<file path="config.mk">
export PLATFORM = sky130hd
export DESIGN_NAME = data_bus_receive_ml_flat
export DESIGN_NICKNAME = d
export VERILOG_FILES = /design/src/rtl/data_bus_receive_ml_if.sv /design/src/rtl/data_bus_receive_ml.sv /design/src/flat_wrapper.sv
export SDC_FILE = /design/constraint.sdc
export NUM_CORES = 1
export LEC_CHECK = 0
export ABC_AREA = 1
export CORE_MARGIN = 8
export CORE_UTILIZATION = 50
export CTS_CLUSTER_SIZE = 28
export DETAILED_ROUTE_END_ITERATION = 12
export PLACE_DENSITY = 0.68
export RECOVER_POWER = 50
export SYNTH_ARGS = -nofsm -noshare
export SYNTH_HDL_FRONTEND = slang
export SYNTH_SLANG_ARGS = --single-unit
export TNS_END_PERCENT = 100
</file>
<file path="constraint.sdc">
create_clock -name fsm_clk -period 2.51 [get_ports fsm_clk]
set_input_delay 0.502 -clock fsm_clk [delete_from_list [all_inputs] [get_ports fsm_clk]]
set_output_delay 0.502 -clock fsm_clk [all_outputs]
set_load 0.03 [all_outputs]
</file>
<file path="src/rtl/data_bus_receive_ml_if.sv">
`default_nettype none
// ============================================================================
// Module   : data_bus_receive_ml_if
// Brief    : Bus bundle between the multi-lane data bus receiver and its
//            surroundings: lane bytes and data-mode controls in, ordered-set
//            codes and forwarded transport bytes out.
// Revision : 1.0 - initial release
// ============================================================================
interface data_bus_receive_ml_if #(
  parameter int LANES = 2
);
  logic                   data_os;
  logic [3:0]             d_sel;
  logic [8*LANES-1:0]     lanes_rx;
  logic [8*LANES-1:0]     transport_layer_data_out;
  logic [3:0]             os_in;
  logic                   os_valid;
  logic [4*LANES-1:0]     os_lane;
  logic                   lane_mismatch;

  // Side that supplies lane bytes and consumes detection results.
  modport master (
    output data_os, d_sel, lanes_rx,
    input  transport_layer_data_out, os_in, os_valid, os_lane, lane_mismatch
  );

  // Receiver side.
  modport slave (
    input  data_os, d_sel, lanes_rx,
    output transport_layer_data_out, os_in, os_valid, os_lane, lane_mismatch
  );
endinterface
`default_nettype wire

</file>
<file path="src/rtl/data_bus_receive_ml.sv">
`default_nettype none
// ============================================================================
// Module   : data_bus_receive_ml
// Brief    : Multi-lane USB4 logical-layer data bus receiver. Every lane runs
//            its own SLOS1/SLOS2 PRBS11 checkers and Gen3/Gen4 ordered-set
//            matchers; lane 0 drives the control-FSM report with a valid
//            pulse, hold timeout and cross-lane agreement flag. In data mode
//            all lane bytes are forwarded to the transport layer.
// Revision : 1.0 - initial release
// ============================================================================
module data_bus_receive_ml #(
  parameter int          LANES       = 2,
  parameter logic [10:0] SEED        = 11'b10000000000,
  parameter int          SLOS_BITS   = 2048,
  parameter int          HOLD_CYCLES = 16
) (
  input  wire logic            fsm_clk,
  input  wire logic            rst,
  data_bus_receive_ml_if.slave bus
);

  localparam int CNT_W  = $clog2(SLOS_BITS + 1);
  localparam int HOLD_W = (HOLD_CYCLES < 1) ? 1 : $clog2(HOLD_CYCLES + 1);

  localparam logic [CNT_W:0]  SLOS_LEN  = SLOS_BITS;
  localparam logic [CNT_W:0]  BYTE_BITS = 8;
  localparam logic [HOLD_W:0] HOLD_LIM  = HOLD_CYCLES;
  localparam logic [HOLD_W:0] HOLD_ONE  = 1;

  localparam logic [63:0] GEN3_TS1 = 64'h0101_0000_0000_64F2;
  localparam logic [63:0] GEN3_TS2 = 64'h0100_0000_0000_64F2;
  localparam logic [31:0] GEN4_TS1 = 32'h7E02_D0F0;
  localparam logic [31:0] GEN4_TS2 = 32'h7E04_B0F0;
  localparam logic [31:0] GEN4_TS3 = 32'h7E06_90F0;
  localparam logic [31:0] GEN4_TS4 = 32'h7E0F_0F00;

  localparam logic [3:0] CODE_SLOS1 = 4'd0;
  localparam logic [3:0] CODE_SLOS2 = 4'd1;
  localparam logic [3:0] CODE_G3TS1 = 4'd2;
  localparam logic [3:0] CODE_G3TS2 = 4'd3;
  localparam logic [3:0] CODE_G4TS1 = 4'd4;
  localparam logic [3:0] CODE_G4TS2 = 4'd5;
  localparam logic [3:0] CODE_G4TS3 = 4'd6;
  localparam logic [3:0] CODE_G4TS4 = 4'd7;
  localparam logic [3:0] CODE_DATA  = 4'd8;
  localparam logic [3:0] CODE_NONE  = 4'd9;

  typedef struct packed {
    logic             hit;
    logic [10:0]      s;
    logic [CNT_W-1:0] cnt;
  } slos_t;

  // Checks one byte MSB-first against eight PRBS11 bits starting at s.
  // Returns {all_bits_match, state_after_eight_steps}.
  function automatic logic [11:0] prbs_byte(input logic [10:0] s,
                                            input logic [7:0]  b,
                                            input logic        inv);
    logic [10:0] st;
    logic        ok;
    st = s;
    ok = 1'b1;
    for (int i = 7; i >= 0; i--) begin
      if (b[i] != (st[0] ^ inv)) ok = 1'b0;
      st = {st[9:0], st[10] ^ st[8]};
    end
    return {ok, st};
  endfunction

  // Next SLOS checker state. A broken run immediately retries the same byte
  // as the start of a fresh sequence so no alignment byte is lost.
  function automatic slos_t slos_next(input logic [10:0]      s,
                                      input logic [CNT_W-1:0] cnt,
                                      input logic [7:0]       b,
                                      input logic             inv);
    logic [11:0]  run;
    logic [11:0]  fresh;
    logic [CNT_W:0] inc;
    slos_t        nx;
    run     = prbs_byte(s, b, inv);
    fresh   = prbs_byte(SEED, b, inv);
    inc     = {1'b0, cnt} + BYTE_BITS;
    nx.hit  = 1'b0;
    nx.s    = SEED;
    nx.cnt  = '0;
    if (run[11]) begin
      if (inc >= SLOS_LEN) begin
        nx.hit = 1'b1;
      end else begin
        nx.s   = run[10:0];
        nx.cnt = inc[CNT_W-1:0];
      end
    end else if (fresh[11]) begin
      nx.s   = fresh[10:0];
      nx.cnt = BYTE_BITS[CNT_W-1:0];
    end
    return nx;
  endfunction

  logic       data_mode;
  logic [3:0] lane_code [LANES];
  logic       mismatch;

  logic [HOLD_W-1:0] hold_q;
  logic [HOLD_W:0]   hold_inc;

  assign data_mode = bus.data_os && (bus.d_sel == 4'h8);
  assign hold_inc  = {1'b0, hold_q} + HOLD_ONE;

  for (genvar l = 0; l < LANES; l++) begin : g_lane
    logic [7:0]       lane_q;
    logic [63:0]      window;
    logic [63:0]      window_nx;
    logic [10:0]      s1_q;
    logic [10:0]      s2_q;
    logic [CNT_W-1:0] c1_q;
    logic [CNT_W-1:0] c2_q;
    slos_t            s1_nx;
    slos_t            s2_nx;
    logic [3:0]       code;

    assign window_nx = {window[55:0], lane_q};
    assign s1_nx     = slos_next(s1_q, c1_q, lane_q, 1'b0);
    assign s2_nx     = slos_next(s2_q, c2_q, lane_q, 1'b1);
    assign lane_code[l] = code;

    // Same-cycle hits on this lane resolve in fixed priority order.
    always_comb begin
      code = CODE_NONE;
      if (s1_nx.hit)                    code = CODE_SLOS1;
      else if (s2_nx.hit)               code = CODE_SLOS2;
      else if (window_nx == GEN3_TS1)   code = CODE_G3TS1;
      else if (window_nx == GEN3_TS2)   code = CODE_G3TS2;
      else if (window_nx[31:0] == GEN4_TS1) code = CODE_G4TS1;
      else if (window_nx[31:0] == GEN4_TS2) code = CODE_G4TS2;
      else if (window_nx[31:0] == GEN4_TS3) code = CODE_G4TS3;
      else if (window_nx[31:0] == GEN4_TS4) code = CODE_G4TS4;
    end

    // Input byte stage and detector state; data mode restarts detection.
    always_ff @(posedge fsm_clk or negedge rst) begin
      if (!rst) begin
        lane_q <= '0;
        window <= '0;
        s1_q   <= SEED;
        s2_q   <= SEED;
        c1_q   <= '0;
        c2_q   <= '0;
      end else begin
        lane_q <= bus.lanes_rx[8*l +: 8];
        if (data_mode) begin
          window <= '0;
          s1_q   <= SEED;
          s2_q   <= SEED;
          c1_q   <= '0;
          c2_q   <= '0;
        end else begin
          window <= window_nx;
          s1_q   <= s1_nx.s;
          s2_q   <= s2_nx.s;
          c1_q   <= s1_nx.cnt;
          c2_q   <= s2_nx.cnt;
        end
      end
    end
  end

  // Any other lane that did not see lane 0's code this cycle disagrees.
  always_comb begin
    mismatch = 1'b0;
    for (int l = 1; l < LANES; l++) begin
      if (lane_code[l] != lane_code[0]) mismatch = 1'b1;
    end
  end

  // Report register: data forwarding, lane-0 report, hold timeout and
  // per-lane last-seen codes.
  always_ff @(posedge fsm_clk or negedge rst) begin
    if (!rst) begin
      bus.transport_layer_data_out <= '0;
      bus.os_in                    <= CODE_NONE;
      bus.os_valid                 <= 1'b0;
      bus.os_lane                  <= {LANES{CODE_NONE}};
      bus.lane_mismatch            <= 1'b0;
      hold_q                       <= '0;
    end else if (data_mode) begin
      bus.transport_layer_data_out <= bus.lanes_rx;
      bus.os_in                    <= CODE_DATA;
      bus.os_valid                 <= 1'b0;
      bus.lane_mismatch            <= 1'b0;
    end else begin
      for (int l = 0; l < LANES; l++) begin
        if (lane_code[l] != CODE_NONE) bus.os_lane[4*l +: 4] <= lane_code[l];
      end
      if (lane_code[0] != CODE_NONE) begin
        bus.os_in         <= lane_code[0];
        bus.os_valid      <= 1'b1;
        bus.lane_mismatch <= mismatch;
        hold_q            <= '0;
      end else begin
        bus.os_valid <= 1'b0;
        if (hold_inc <= HOLD_LIM) hold_q <= hold_inc[HOLD_W-1:0];
        if ((HOLD_CYCLES != 0) && (hold_inc >= HOLD_LIM)) bus.os_in <= CODE_NONE;
      end
    end
  end

endmodule
`default_nettype wire
</file>
<file path="src/flat_wrapper.sv">
// flat-port wrapper written by rule: the top's interface ports become plain ports
module data_bus_receive_ml_flat 
#(
  parameter int          LANES       = 2,
  parameter logic [10:0] SEED        = 11'b10000000000,
  parameter int          SLOS_BITS   = 2048,
  parameter int          HOLD_CYCLES = 16
)
  (fsm_clk, rst, bus_data_os, bus_d_sel, bus_lanes_rx, bus_transport_layer_data_out, bus_os_in, bus_os_valid, bus_os_lane, bus_lane_mismatch);
  data_bus_receive_ml_if #(.LANES(LANES)) bus_i ();
  input  wire logic fsm_clk;
  input  wire logic rst;
  input wire logic [$bits(bus_i.data_os)-1:0] bus_data_os;
  input wire logic [$bits(bus_i.d_sel)-1:0] bus_d_sel;
  input wire logic [$bits(bus_i.lanes_rx)-1:0] bus_lanes_rx;
  output wire logic [$bits(bus_i.transport_layer_data_out)-1:0] bus_transport_layer_data_out;
  output wire logic [$bits(bus_i.os_in)-1:0] bus_os_in;
  output wire logic [$bits(bus_i.os_valid)-1:0] bus_os_valid;
  output wire logic [$bits(bus_i.os_lane)-1:0] bus_os_lane;
  output wire logic [$bits(bus_i.lane_mismatch)-1:0] bus_lane_mismatch;
  assign bus_i.data_os = bus_data_os;
  assign bus_i.d_sel = bus_d_sel;
  assign bus_i.lanes_rx = bus_lanes_rx;
  assign bus_transport_layer_data_out = bus_i.transport_layer_data_out;
  assign bus_os_in = bus_i.os_in;
  assign bus_os_valid = bus_i.os_valid;
  assign bus_os_lane = bus_i.os_lane;
  assign bus_lane_mismatch = bus_i.lane_mismatch;
  data_bus_receive_ml #(.LANES(LANES), .SEED(SEED), .SLOS_BITS(SLOS_BITS), .HOLD_CYCLES(HOLD_CYCLES)) u_core (.fsm_clk(fsm_clk), .rst(rst), .bus(bus_i));
endmodule
</file>
==> flow_metrics.env, run 1 <==
export IMPL_yosysSeqAreaShare_pct=53.3
export IMPL_critPathMaxFanout=2
export IMPL_layout_drive_gt1_share_pct=7.64
export IMPL_use_met3_pct=2.54
export IMPL_synth_ff_type="dfrtp_1"
export IMPL_finalCritPeriodShare_pct=89.9
export IMPL_final_antenna_net_count=0
export IMPL_gp_congestion=0.883
export IMPL_synth_top_area_share_pct=51.0
export IMPL_cap_violations=0
export IMPL_dp_cells=1818
export IMPL_synth_largest_area_cell="dfrtp_1"
export IMPL_grt_pass1_wl_mm=43.0
export IMPL_worstSkewPairLatency_ps=530
export IMPL_finalCriticalPeriod_ps=2260
export IMPL_clock_sinks=243
export IMPL_via_per_inst=4.87
export IMPL_initialDrtViolationCount=566
export IMPL_critPathLaunchType="flop"
export IMPL_status="complete, no violations"
export IMPL_cts_setup_buffers=0
export IMPL_drt_pass1_iter_count=6
export IMPL_cp_cell_sequence="clkdlybuf4s50_1"
export IMPL_start_util_pct=50.6
export IMPL_crit_path_end_kind="output port"
export IMPL_final_setup_tns_ps=0
export IMPL_synth_seq_cells=243
export IMPL_fin_total_pwr_mw=9.43
export IMPL_postSynthCellCount=1483
export IMPL_drc=0
export IMPL_layout_setup_ws_ps=253
export IMPL_fin_skew_ps=12.2
export IMPL_preCtsSetupSlack_ps=187
export IMPL_final_core_util_pct=58.8
export IMPL_cts_buffers=27
export IMPL_numPortBuffers=52
export IMPL_slew_violations=0
export IMPL_htreeDepth=1
export IMPL_powerDensity_nw_per_um2=710
export IMPL_whs_ps=440
export IMPL_wl_per_cell_microns=13.5
export IMPL_hpwl_mm=18.0
export IMPL_synth_warnings=0
export IMPL_worst_path_largest_cell_delay_ps=670
export IMPL_fin_nets=1591
export IMPL_maxSlewHeadroom_pct=27.9
export IMPL_tightest_slew_ps=1080
export IMPL_place_area_sq_um=12400
export IMPL_core_sq_um=22600
export IMPL_syn_avg_cell_area_sq_um=7.71
export IMPL_num_io_pins=53
export IMPL_cts_root_buffer="clkbuf_16"
export IMPL_wl_mm=25.1
export IMPL_cts_tree="done"
export IMPL_die_height_microns=167
export IMPL_required_ps=2010
export IMPL_finalHoldViolCount=0
export IMPL_synth_edf_count=0
export IMPL_leakage_nw=6.65
export IMPL_async_flop_share_pct=100
export IMPL_synth_area_top_cells="dfrtp_1, nand2_1, nor2_1, inv_1, nand3_1"
export IMPL_peakVddDrop_v=0.000495
export IMPL_gr_usage_all_layers_pct=18.4
export IMPL_cp_slowest_cell="clkdlybuf4s50_1"
export IMPL_num_rows=55
export IMPL_overflow=0
export IMPL_critPathBufInv=1
export IMPL_busiest_layer="met2"
export IMPL_fin_area_sq_um=13300
export IMPL_cp_arrival_ps=1750
export IMPL_crit_type="reg2out"
export IMPL_hold_class="reg2reg"
export IMPL_synth_area_sq_um=11400
export IMPL_clock_fmax_ghz=0.443
export IMPL_use_met2_pct=31.7
export IMPL_vias=9101
export IMPL_clock_path_buffers=3
export IMPL_grt_pass1_vias=9041
export IMPL_synthDistinctLibCells=42
export IMPL_instances_no_fill=1868
export IMPL_yosysMostFrequentCell="nand2_1"
export IMPL_critPathTopFamily="buffers and inverters"
export IMPL_rsz0062_at_grt="no"
export IMPL_insertedDiodeCount=0
export IMPL_clk_pin_slew_ps=60
export IMPL_setup_viol=0
export IMPL_grt_start_max_net_pins=133
export IMPL_use_met1_pct=23.6
export IMPL_synth_common_cells="nand2_1, nor2_1, dfrtp_1"
export IMPL_antenna_found_initial=0
export IMPL_die_x_microns=167
export IMPL_design_die_area_sq_um=27900
export IMPL_area_growth_pct=16.2
==> metal layers <==
metal	part of all wire [%]	routed length (microns)
met5	0	0
met4	3.0	744
met3	4.0	1020
met2	48	12100
met1	45	11300
==> final cells by class <==
cell class / count / area [sq um]
Sequential cell: 243 / 6090
Clock inverter: 10 / 106
Timing Repair Buffer: 70 / 662
Clock buffer: 39 / 801
Tap cell: 285 / 357
Fill cell: 2029 / 9290
Inverter: 231 / 867
Multi-Input combinational cell: 990 / 4390
==> what timing repair did <==
item | in CTS | in global routing
gates resized for setup | 0 | 0
hold endpoints to repair | 60 | 0
hold buffers | 1 | 0
==> power breakdown <==
part	switching, mW	internal, mW	leakage [nW]
Clock	1.57	2.41	0.451
Sequential	0.183	4.19	3.05
Combinational	0.681	0.397	3.15
==> layout by cell type, fill, tap and decap left out, types with 15 or more instances in the layout <==
master,n
inv_1,219
clkbuf_16,27
dfrtp_1,233
dlygate4sd3_1,17
a21oi_1,22
xor2_1,15
nand2_1,403
nor2_1,345
nand3_1,84
nand4_1,16
clkdlybuf4s50_1,35
==> state kept, by name, indices dropped and copies added (netlist names) <==
register                             count
u_core.bus.transport_layer_data_out     16
u_core.bus.os_lane                       8
u_core.g_lane.lane_q                    16
u_core.bus.os_in                         4
u_core.g_lane.c1_q                      18
u_core.hold_q                            5
u_core.g_lane.s2_q                      22
u_core.bus.os_valid                      1
u_core.g_lane.window                   112
u_core.g_lane.s1_q                      22
u_core.bus.lane_mismatch                 1
u_core.g_lane.c2_q                      18
==> tightest hold or removal path, stage by stage, from the launching register on <==
cell	delay, ps
dfstp_2	360
inv_1	40
nor2_1	40
==> final timing paths <==
kind	start	end	slack, ps	depth (start not counted)
max	u_core.bus.os_in[3]	bus_os_in[3]	250	1
min	u_core.bus.os_lane[3]	u_core.bus.os_lane[3]	440	2
max reg2reg	u_core.g_lane[1].c1_q[3]	u_core.bus.os_lane[4]	350	13
min reg2reg	u_core.bus.os_lane[3]	u_core.bus.os_lane[3]	440	2
max in group asynchronous	rst	u_core.g_lane[0].window[1]	490	3
min in group asynchronous	rst	u_core.g_lane[1].window[45]	530	2
==> cell families after synthesis <==
kind of cell             Yosys count  share of synthesized area [%]
AO/OA/AOI/OAI                     48                           2.56
buffers and inverters            253                           8.38
AND/OR/NAND/NOR                  913                           33.6
XOR/XNOR                          20                           1.53
adder cells (fa/ha/maj)            5                          0.547
other                              1                         0.0328
flip-flops                       243                           53.3
No activity file was read; power rests on OpenSTA's default activity.
==> run 2: changes to the inputs <==
--- a/config.mk
+++ b/config.mk
@@ -8,10 +8,12 @@
 export ABC_AREA = 1
 export CORE_MARGIN = 8
 export CORE_UTILIZATION = 50
+export CTS_CLUSTER_DIAMETER = 200
 export CTS_CLUSTER_SIZE = 28
 export DETAILED_ROUTE_END_ITERATION = 12
 export PLACE_DENSITY = 0.68
 export RECOVER_POWER = 50
+export SLEW_MARGIN = 20
 export SYNTH_ARGS = -nofsm -noshare
 export SYNTH_HDL_FRONTEND = slang
 export SYNTH_SLANG_ARGS = --single-unit
==> run 2 against run 1 <==
Net effect: core utilization decreased by 2.4 points; final area decreased by 4.2%; sequential share of layout area increased by 2.0 points; global-route usage decreased by 0.57 points; highest routed layer unchanged.
==> flow_metrics.env, run 2 (same netlist as run 1, synthesis figures left out) <==
export IMPL_drc=0
export IMPL_finalCriticalPeriod_ps=2230
export IMPL_finalHoldViolCount=0
export IMPL_initialDrtViolationCount=641
export IMPL_finalCritPeriodShare_pct=88.8
export IMPL_core_sq_um=22600
export IMPL_peakVddDrop_v=0.000503
export IMPL_maxSlewHeadroom_pct=28.5
export IMPL_cts_buffers=12
export IMPL_worst_path_largest_cell_delay_ps=670
export IMPL_vias=9041
export IMPL_regMostFlops="u_core.g_lane.window"
export IMPL_ff2ff_path_depth=13
export IMPL_wl_mm=24.5
export IMPL_cp_arrival_ps=1730
export IMPL_layout_common_cells="nand2_1, nor2_1, dfrtp_1, inv_1, nand3_1"
export IMPL_clock_sinks=243
export IMPL_final_setup_tns_ps=0
export IMPL_overflow=0
export IMPL_worstSkewPairLatency_ps=490
export IMPL_design_die_area_sq_um=27900
export IMPL_grt_pass1_wl_mm=41.7
export IMPL_largest_reg_flops=112
export IMPL_setup_viol=0
export IMPL_die_x_microns=167
export IMPL_drt_pass1_iter_count=5
export IMPL_post_cts_resized=0
export IMPL_fin_total_pwr_mw=7.64
export IMPL_layout_drive_gt1_share_pct=5.80
export IMPL_critical_path_depth=1
export IMPL_seqCellArea_sq_um=6090
export IMPL_cp_slowest_cell="clkdlybuf4s50_1"
export IMPL_cap_violations=0
export IMPL_grt_pass1_vias=8751
export IMPL_grt_start_max_net_pins=133
export IMPL_via_per_inst=4.92
export IMPL_numPortBuffers=52
export IMPL_final_antenna_net_count=0
export IMPL_fin_area_sq_um=12700
export IMPL_slew_violations=0
export IMPL_multi_input_area_sq_um=4390
export IMPL_insertedDiodeCount=0
export IMPL_clock_fmax_ghz=0.449
export IMPL_critPathTopFamily="buffers and inverters"
export IMPL_powerDensity_nw_per_um2=601
export IMPL_rsz0062_at_grt="no"
export IMPL_num_io_pins=53
export IMPL_crit_path_end_kind="output port"
export IMPL_clock_path_buffers=3
export IMPL_start_util_pct=50.6
export IMPL_fin_skew_ps=19.0
export IMPL_hpwl_mm=18.0
export IMPL_cp_cell_sequence="clkdlybuf4s50_1"
export IMPL_status="complete, no violations"
export IMPL_critPathLaunchType="flop"
export IMPL_critPathBufInv=1
export IMPL_die_height_microns=167
export IMPL_fillers=2091
export IMPL_cts_tree="done"
export IMPL_wl_per_cell_microns=13.3
export IMPL_gr_usage_all_layers_pct=17.8
export IMPL_fin_nets=1576
export IMPL_tightest_slew_ps=1070
export IMPL_gp_congestion=0.883
export IMPL_min_path_cells=2
export IMPL_area_growth_pct=11.4
export IMPL_crit_type="reg2out"
export IMPL_required_ps=2010
export IMPL_num_rows=55
export IMPL_antenna_found_initial=0
export IMPL_critPathMaxFanout=2
export IMPL_clk_pin_slew_ps=110
export IMPL_hold_class="reg2reg"
export IMPL_reg_top3="u_core.g_lane.window: 112 flops, u_core.g_lane.s1_q: 22 flops, u_core.g_lane.s2_q: 22 flops"
export IMPL_htreeDepth=1
export IMPL_final_common_cell="nand2_1"
export IMPL_cts_root_buffer="clkbuf_16"
export IMPL_place_area_sq_um=12400
export IMPL_leakage_nw=6.37
## run 2: changes by cell type in the layout (fill, tap and decap cells not counted)
cell	change
clkinv_4	-1
clkbuf_8	-8
clkinvlp_4	-1
clkinv_2	-6
clkbuf_16	-14
bufinv_16	-2
clkbuf_1	+1
inv_8	+1
## run 2: metrics by stage
step | std cells | setup WS (ps) | utilization, % | hold slack, ps
3_5_place_dp | 1818 | 187 | 55.0 | 435
6_report | 1838 | 282 | 56.4 | 448
2_1_floorplan | 1486 | 722 | - | 206
3_3_place_gp | 1818 | 223 | 55.0 | 432
5_1_grt | 1838 | 65.0 | 56.4 | 491
4_1_cts | 1838 | 251 | 56.7 | 451
## run 2: worst paths after layout
check / slack [ps] / startpoint / endpoint
worst min register to register: 450 / u_core.bus.os_lane[3] / u_core.bus.os_lane[3]
min in group asynchronous: 560 / rst / u_core.g_lane[1].window[55]
worst max-delay path: 280 / u_core.bus.os_in[3] / bus_os_in[3]
worst min-delay path: 450 / u_core.bus.os_lane[3] / u_core.bus.os_lane[3]
worst max register to register: 340 / u_core.g_lane[1].c1_q[3] / u_core.bus.os_lane[4]
max in group asynchronous: 460 / rst / u_core.g_lane[0].c1_q[4]
## run 2: power by group
group	switching, mW	internal (mW)
Combinational	0.669	0.396
Sequential	0.180	4.18
Clock	1.24	0.976
## run 2: timing repair
item	in CTS	in global routing
hold endpoints to repair	5	0
hold buffers	1	0
setup buffers	0	0
## run 2: area by class of cell
cell class / count / area share [%]
inverter: 231 / 6.81
clock inverter: 1 / 0.0885
sequential: 243 / 47.9
timing repair buffer: 70 / 5.20
multi-input combinational: 990 / 34.5
tap: 285 / 2.80
clock buffer: 18 / 2.70
## run 2: worst reg2reg max path: stages (launching register included)
cell and delay, ps:
dfrtp_1 420, ha_1 190, nand2_1 80, nor2_1 210
nand3_1 100, nand2_1 70, nand2_1 40, nand2_1 100
nand3_2 220, nand3_1 200, nand2_1 140, inv_1 160
nor2_1 50, a21oi_1 130
## run 2: metal layers
metal / track usage [%] / up-vias / wire [microns]
met5: 0 / - / 0
met4: 5.16 / 0 / 600
met3: 2.26 / 37 / 936
met2: 30.8 / 167 / 11900
met1: 23.1 / 4246 / 11100
li1: - / 4591 / -
